==> config.mk <==
export PLATFORM = sky130hd
export DESIGN_NAME = icache_sa
export DESIGN_NICKNAME = d
export VERILOG_FILES = /design/src/rtl/icache_sa.sv
export SDC_FILE = /design/constraint.sdc
export NUM_CORES = 2
export LEC_CHECK = 0
export BUFFER_PORTS_ARGS = -buffer_cell sky130_fd_sc_hd__buf_2
export CORE_UTILIZATION = 51
export CTS_CLUSTER_SIZE = 40
export DETAILED_ROUTE_END_ITERATION = 6
export PLACE_DENSITY = 0.67
export SLEW_MARGIN = 10
export SYNTH_ARGS = -nofsm -noshare
export SYNTH_HDL_FRONTEND = slang
export SYNTH_SLANG_ARGS = --single-unit
export TNS_END_PERCENT = 5
==> constraint.sdc <==
create_clock -name CLK -period 6.72 [get_ports CLK]
set_input_delay 1.344 -clock CLK [delete_from_list [all_inputs] [get_ports CLK]]
set_output_delay 1.344 -clock CLK [all_outputs]
set_load 0.02 [all_outputs]
==> src/rtl/icache_sa.sv <==
// Set-associative instruction cache: combinational hits, block refill one word per
// memory handshake, per-set LRU (2-way), whole-cache invalidate, saturating hit/miss counters.
module icache_sa #(
  parameter int SETS     = 8,
  parameter int WAYS     = 2,
  parameter int BLKWORDS = 2
) (
  input  logic        CLK,
  input  logic        RST,
  input  logic        imemREN,
  input  logic [31:0] imemaddr,
  output logic        ihit,
  output logic [31:0] imemload,
  input  logic        inval,
  output logic        iREN,
  output logic [31:0] iaddr,
  input  logic [31:0] iload,
  input  logic        iwait,
  output logic [31:0] hit_count,
  output logic [31:0] miss_count
);
  localparam int OB  = $clog2(BLKWORDS);
  localparam int IB  = $clog2(SETS);
  localparam int TB  = 30 - OB - IB;
  localparam int OBW = (OB > 0) ? OB : 1;

  typedef enum logic {IDLE, REFILL} state_t;
  state_t state, state_n;

  logic [SETS-1:0] valid [WAYS];
  logic [TB-1:0]   tags  [WAYS][SETS];
  logic [31:0]     data  [WAYS][SETS][BLKWORDS];
  logic [SETS-1:0] lru;  // per set: way to evict next

  logic [IB-1:0]  idx;
  logic [TB-1:0]  tag;
  logic [OBW-1:0] woff;
  logic           hit_any, hit_way, victim, miss, accept, last;
  logic [IB-1:0]  r_idx;
  logic [TB-1:0]  r_tag;
  logic           r_way;
  logic [OBW-1:0] cnt;
  logic           unused_bits;

  assign unused_bits = ^imemaddr[1:0];
  assign idx  = imemaddr[2+OB +: IB];
  assign tag  = imemaddr[31 -: TB];
  assign woff = (OB > 0) ? imemaddr[2 +: OBW] : '0;

  always_comb begin
    hit_any = 1'b0;
    hit_way = 1'b0;
    for (int w = 0; w < WAYS; w++) begin
      if (valid[w][idx] && tags[w][idx] == tag) begin
        hit_any = 1'b1;
        hit_way = w[0];
      end
    end
  end

  // Lowest-numbered invalid way wins; otherwise fall back to LRU.
  always_comb begin
    victim = (WAYS == 2) ? lru[idx] : 1'b0;
    for (int w = WAYS - 1; w >= 0; w--) begin
      if (!valid[w][idx]) victim = w[0];
    end
  end

  assign ihit     = (state == IDLE) && imemREN && !RST && !inval && hit_any;
  assign miss     = (state == IDLE) && imemREN && !RST && !inval && !hit_any;
  assign imemload = ihit ? data[hit_way][idx][woff] : '0;
  assign accept   = (state == REFILL) && !iwait && !inval && !RST;
  assign last     = (cnt == OBW'(BLKWORDS - 1));
  assign iREN     = (state == REFILL) && !RST;
  assign iaddr    = iREN ? ({r_tag, r_idx, {(OB+2){1'b0}}} | (32'(cnt) << 2)) : '0;

  always_comb begin
    state_n = state;
    case (state)
      IDLE:    if (miss) state_n = REFILL;
      REFILL:  if (inval || (accept && last)) state_n = IDLE;
      default: state_n = IDLE;
    endcase
  end

  always_ff @(posedge CLK) begin
    if (RST) begin
      state      <= IDLE;
      cnt        <= '0;
      lru        <= '0;
      r_idx      <= '0;
      r_tag      <= '0;
      r_way      <= 1'b0;
      hit_count  <= '0;
      miss_count <= '0;
      for (int w = 0; w < WAYS; w++) valid[w] <= '0;
    end else begin
      state <= state_n;
      if (inval) begin
        for (int w = 0; w < WAYS; w++) valid[w] <= '0;
        lru <= '0;
      end else if (ihit) begin
        if (WAYS == 2) lru[idx] <= ~hit_way;
      end else if (accept && last) begin
        valid[r_way][r_idx] <= 1'b1;
        if (WAYS == 2) lru[r_idx] <= ~r_way;
      end
      if (ihit && hit_count != '1) hit_count <= hit_count + 32'd1;
      if (miss) begin
        r_idx <= idx;
        r_tag <= tag;
        r_way <= victim;
        cnt   <= '0;
        if (miss_count != '1) miss_count <= miss_count + 32'd1;
      end
      if (accept) cnt <= cnt + OBW'(1);
    end
  end

  // Storage arrays carry no reset; validity is tracked separately.
  always_ff @(posedge CLK) begin
    if (accept) data[r_way][r_idx][cnt] <= iload;
    if (accept && last) tags[r_way][r_idx] <= r_tag;
  end
endmodule
Word level (Yosys, flattened, before mapping) --
Memories as Yosys holds them, arrays and structs flattened. Cells that the tools add are included.
Word-level totals: input bits 69, RAM bits 1456, memories kept 3, register bits after elaboration 104, logic and storage cells 127, output and inout bits 130
Cells by class: equal/unequal tests 4, reductions and logical operators 27, muxes and demuxes 62, magnitude comparators 10, add/sub/neg operators 3, bitwise gates (word level) 10
Memories:
- data | words 2, width 512, read ports 1, clocked after memory_dff 0, wr ports 1, RTL line 32 | logic [31:0] data [WAYS][SETS][BLKWORDS];
- tags | words 2, width 208, read ports 2, clocked after memory_dff 0, wr ports 1, RTL line 31 | logic [TB-1:0] tags [WAYS][SETS];
- valid | words 2, width 8, read ports 2, clocked after memory_dff 0, wr ports 2, RTL line 30 | logic [SETS-1:0] valid [WAYS];
Operators by type and width (count):
- 512-bit 2-to-1 mux | 1
- 208-bit 2-to-1 mux | 1
- 64-bit binary-select mux with 3-bit select | 1
- 64-bit demux with 3-bit select | 1
- 32-bit 2-to-1 mux | 6
- 64-bit 2-to-1 mux | 3
- 26-bit binary-select mux with 3-bit select | 2
- 26-bit 2-to-1 mux | 5
- 26-bit demux with 3-bit select | 1
- 32-bit by 1-bit adder with 32-bit output, second input constant | 2
- 32-bit inequality test, second input constant | 2
- 8-bit 2-to-1 mux | 7
- 26-bit equality test | 2
- 32-bit demux with 1-bit select | 1
- 32-bit by 3-bit OR with 32-bit output | 1
- 1-bit 2-to-1 mux | 25
- 1-bit logical AND | 17
- 8-bit bitwise mux | 2
- 1-bit binary-select mux with 3-bit select | 3
- 4-bit >= comparator, second input constant | 2
- 3-bit by 4-bit less-than comparator with 1-bit output, second input constant | 2
- 3-bit inverter with 4-bit output | 2
- 8-bit OR reduction | 1
- 1-bit demux with 3-bit select | 2
- other kinds (14) | 24

Logic depth before layout (Yosys ltp) --
depth in word-level cells 15, gate-level depth with buffers 19, mapped depth without buffers 12

Worst setup path after synthesis --
No wires, ideal clock.
path type input to output, start input imemaddr[4], end output imemload[31], buffers on the path 6, setup slack 0.573 ns, arrival time 4.803 ns, stages on the path 15, data required time 5.376 ns, cells stage by stage buf_6 > buf_4 > buf_2 > mux4_2 > mux2i_1 > xor2_1 > nand3_1 > nor4_2 > nand4_2 > buf_2 > buf_2 > buf_2 > a221oi_1 > nor2_1 > o41ai_1
On the way: longest elaborated chain between the ends 15, elaborated cells between the ends (all ways) 27, classes of those cells eq/ne: 2; mux: 20; bitwise: 1; reduce/logical: 3; memory: 1
Ends and longest elaborated chain:
- start, declared | RTL line 11 | input logic [31:0] imemaddr,
- 3-bit inverter with 4-bit output (implied by the code) | RTL line 54, 71
- 26-bit binary-select mux with 3-bit select | RTL line 54 | if (valid[w][idx] && tags[w][idx] == tag) begin
- 26-bit 2-to-1 mux (implied by the code) (2 in a row) | RTL line 54
- 26-bit equality test | RTL line 54
- 1-bit logical AND | RTL line 54
- 1-bit 2-to-1 mux | RTL line 54
- memory read 2 x 512 bit
- 64-bit binary-select mux with 3-bit select | RTL line 71 | assign imemload = ihit ? data[hit_way][idx][woff] : '0;
- 64-bit 2-to-1 mux (implied by the code) (2 in a row) | RTL line 71
- 32-bit 2-to-1 mux (implied by the code) (3 in a row) | RTL line 71
- 32-bit 2-to-1 mux (*) | RTL line 71
- end, declared | RTL line 13 | output logic [31:0] imemload,
Every way passes the cells marked *; elsewhere a longest branch is shown, timed or not. The select of a mux whose other input is x is not followed.

Worst setup path after layout --
start input imemaddr[5], end output imemload[21]
Same word-level chain as after synthesis.

==> metrics.txt <==
result of the run finished clean; synth warn 0; final total power 20.1 mW; max-slew violation count 0; Final Hold Viols 0; number of instances in the synthesized netlist 3,923; TritonCTS buffer count 157; Die Span X 349 um; number of antenna-violating nets in the routed design 0; data required time of the worst path 5.38 ns; most frequent cells in the layout 1,440 x sky130_fd_sc_hd__edfxtp_1, 487 x sky130_fd_sc_hd__nand2_1, 253 x sky130_fd_sc_hd__buf_4; setup repair after global routing missed its margin yes; clock sink count 1,560; vias in the first global route 36,400; register area share after synthesis 74.1%; Placement Rows 127; antenna violations before repair 9; clock-pin slew of the registers on the worst-case setup and hold paths 0.06 ns; least setup slack across all paths after layout 0.0493 ns; CORE AREA 120,000 um2; Starting Density 51.4%; end point of the worst hold path valid[0][6]; number of nets in the layout 4,408; startpoint type of the worst setup path input port; Worst Path Class, Setup in2out; largest voltage drop on the vdd net 0.000314 V; routability-driven placement congestion ratio 0.876; CTS max path bufs 3; Root Buffer sky130_fd_sc_hd__clkbuf_16; area of the die 122,000 um2; hold-fix buffers at CTS 0; quantity of I/O buffers inserted on ports 194; first-pass GRT wire length 253,000 um; FMAX 150 MHz; global route overflow 0; Die Y-Extent 349 um; static leakage 25.4 nW; synth-to-layout area growth 16.7%; top-level I/O count 199; fraction of layout cells with a size suffix above 1 22.2%; number of unique standard cell types used by synthesis 82; first-pass detailed-route iteration total 7; Worst Path Max Fanout 15; commonest non-fill, non-tap cell in the layout sky130_fd_sc_hd__edfxtp_1; PwrDens 279 nW/um2; Worst Setup End Kind output port; netlist area before placement 61,600 um2; wire length per cell 29.3 um; flops & latches, synth 1,560; hold path cells 1; post-layout min period 6.67 ns; per-cell via count in the routed design 6.29; Post-synth EDFFs 1,440; path depth of the worst reg2reg path 12; count of maximum capacitance violations 0; via count 38,200; number of endpoints failing setup at the final stage 0; FF-to-FF End hit_count[28]; maximum number of pins on one net before global-route repair 68; TritonCTS clock tree yes; Avg Inst Size Synth 15.7 um2; total routing resource utilization after global routing 29.0%; Placement Cell Area 66,500 um2; WL final 178,000 um; post-detailed-placement half-perimeter wirelength 104,000 um; DR iter-0 viols 4,448; setup slack of the most critical reg-to-reg path 2.56 ns; headroom to the max-slew limit 15.0%; Clock Latency Late Sink 0.79 ns; number of H-tree levels 4; prevailing post-synth register cell sky130_fd_sc_hd__edfxtp_1; worst r2r src tags[0][167]; share of async-settable or async-resettable flops after synthesis 0%; final non-filler cell area 71,800 um2; Tightest Pin Transition 1.27 ns; worst-case setup slack after placement -0.0529 ns; WP data arrival 5.33 ns; Worst Hold Launch valid[0][6]; number of remaining DRC errors 0; Clock Skews 0.0398 ns; Tcrit/Tclk final 99.3%; worst min path class reg2reg
## report_power, final
group / internal (mW) / switching [mW]
Sequential: 10.6 / 0.0287
Combinational: 0.249 / 0.484
Clock: 5.05 / 3.66
## routing by layer
layer,share of wire [%],GRT usage [%],vias up
met5,0.020,0,-
met3,11,5.65,400
met2,48,46.6,2167
met4,3.7,10.9,6
li1,-,-,16200
met1,38,39.3,19500
## worst max path at each step
stage,start,to,slack (ns),depth (start not counted)
5_1_grt,imemaddr[5],imemload[26],-0.1,20
2_1_floorplan,imemaddr[4],imemload[31],0.57,15
6_report,imemaddr[5],imemload[21],0.05,17
4_1_cts,imemaddr[5],imemload[26],0.02,19
3_3_place_gp,imemaddr[3],imemload[26],-0.1,16
3_5_place_dp,imemaddr[3],imemload[26],-0.05,15
## repair_timing
item                       in CTS  in global routing
gates cloned                    0                  0
pin swaps                       0                  2
setup endpoints to repair      10                 30
buffers inserted                0                  0
gates resized for setup         8                 28
## critical path: stages
cell                      delay, ns
sky130_fd_sc_hd__buf_4         0.24
sky130_fd_sc_hd__buf_12        0.18
sky130_fd_sc_hd__or2_2         0.27
sky130_fd_sc_hd__o22ai_1       0.17
sky130_fd_sc_hd__or4_1         0.54
sky130_fd_sc_hd__a211o_1       0.32
sky130_fd_sc_hd__or4_4         0.50
sky130_fd_sc_hd__o21ai_4       0.25
sky130_fd_sc_hd__buf_4         0.20
sky130_fd_sc_hd__nand2_1       0.09
sky130_fd_sc_hd__buf_12        0.18
sky130_fd_sc_hd__buf_4         0.19
sky130_fd_sc_hd__a31oi_1       0.14
sky130_fd_sc_hd__nand4_1       0.12
sky130_fd_sc_hd__o21ai_0       0.24
sky130_fd_sc_hd__buf_4         0.16
sky130_fd_sc_hd__buf_2         0.16
## synth_stat cells, drive strengths merged (44+ instances only)
cell type	instances	area [um2]
a21oi	102	510
buf	103	597
clkbuf	127	478
dfxtp	120	2400
edfxtp	1440	43200
mux2	83	935
mux2i	204	2040
mux4	101	2270
nand2	487	1830
nand3	132	666
nand4	59	375
nor2	166	623
nor3	44	230
o21ai	92	472
o22ai	84	526
or3	51	319
## logic make-up (layout without fill, tap and decap cells)
family,after synthesis,after routing,synth area share (%)
multiplexers,388,388,8.53
other,1,5,0.00609
AO/OA/AOI/OAI,563,563,6.19
flip-flops,1560,1560,74.1
AND/OR/NAND/NOR,1120,1120,8.65
buffers and inverters,247,785,1.85
adder cells (fa/ha/maj),2,2,0.0406
XOR/XNOR,42,42,0.598
## sequential cells by signal, summed over array words and instances (netlist names)
name	cells
valid	16
r_tag	26
r_way	1
r_idx	3
state	1
data	1024
lru	8
miss_count	32
tags	416
cnt	1
hit_count	32
## through the flow
stage          utilization (%)  setup TNS [ns]  hold slack (ns)  std cells
6_report                  59.9               0            0.451       6077
5_1_grt                   59.9          -0.326            0.461       6074
4_1_cts                   59.8               0            0.449       6074
3_5_place_dp              55.5          -0.116            0.439       5790
3_3_place_gp              55.5          -0.176            0.428       5790
2_1_floorplan                -               0            0.419       3924
## final cells by class
| type | count | area (um2) |
|---|---|---|
| clock inverter | 66 | 739 |
| multi-input combinational | 2117 | 15300 |
| sequential | 1560 | 45600 |
| tap | 1612 | 2020 |
| fill | 8949 | 48000 |
| clock buffer | 218 | 4370 |
| timing repair buffer | 484 | 3680 |
| antenna | 3 | 7.51 |
| inverter | 17 | 63.8 |
(Power assumes the default switching activity.)
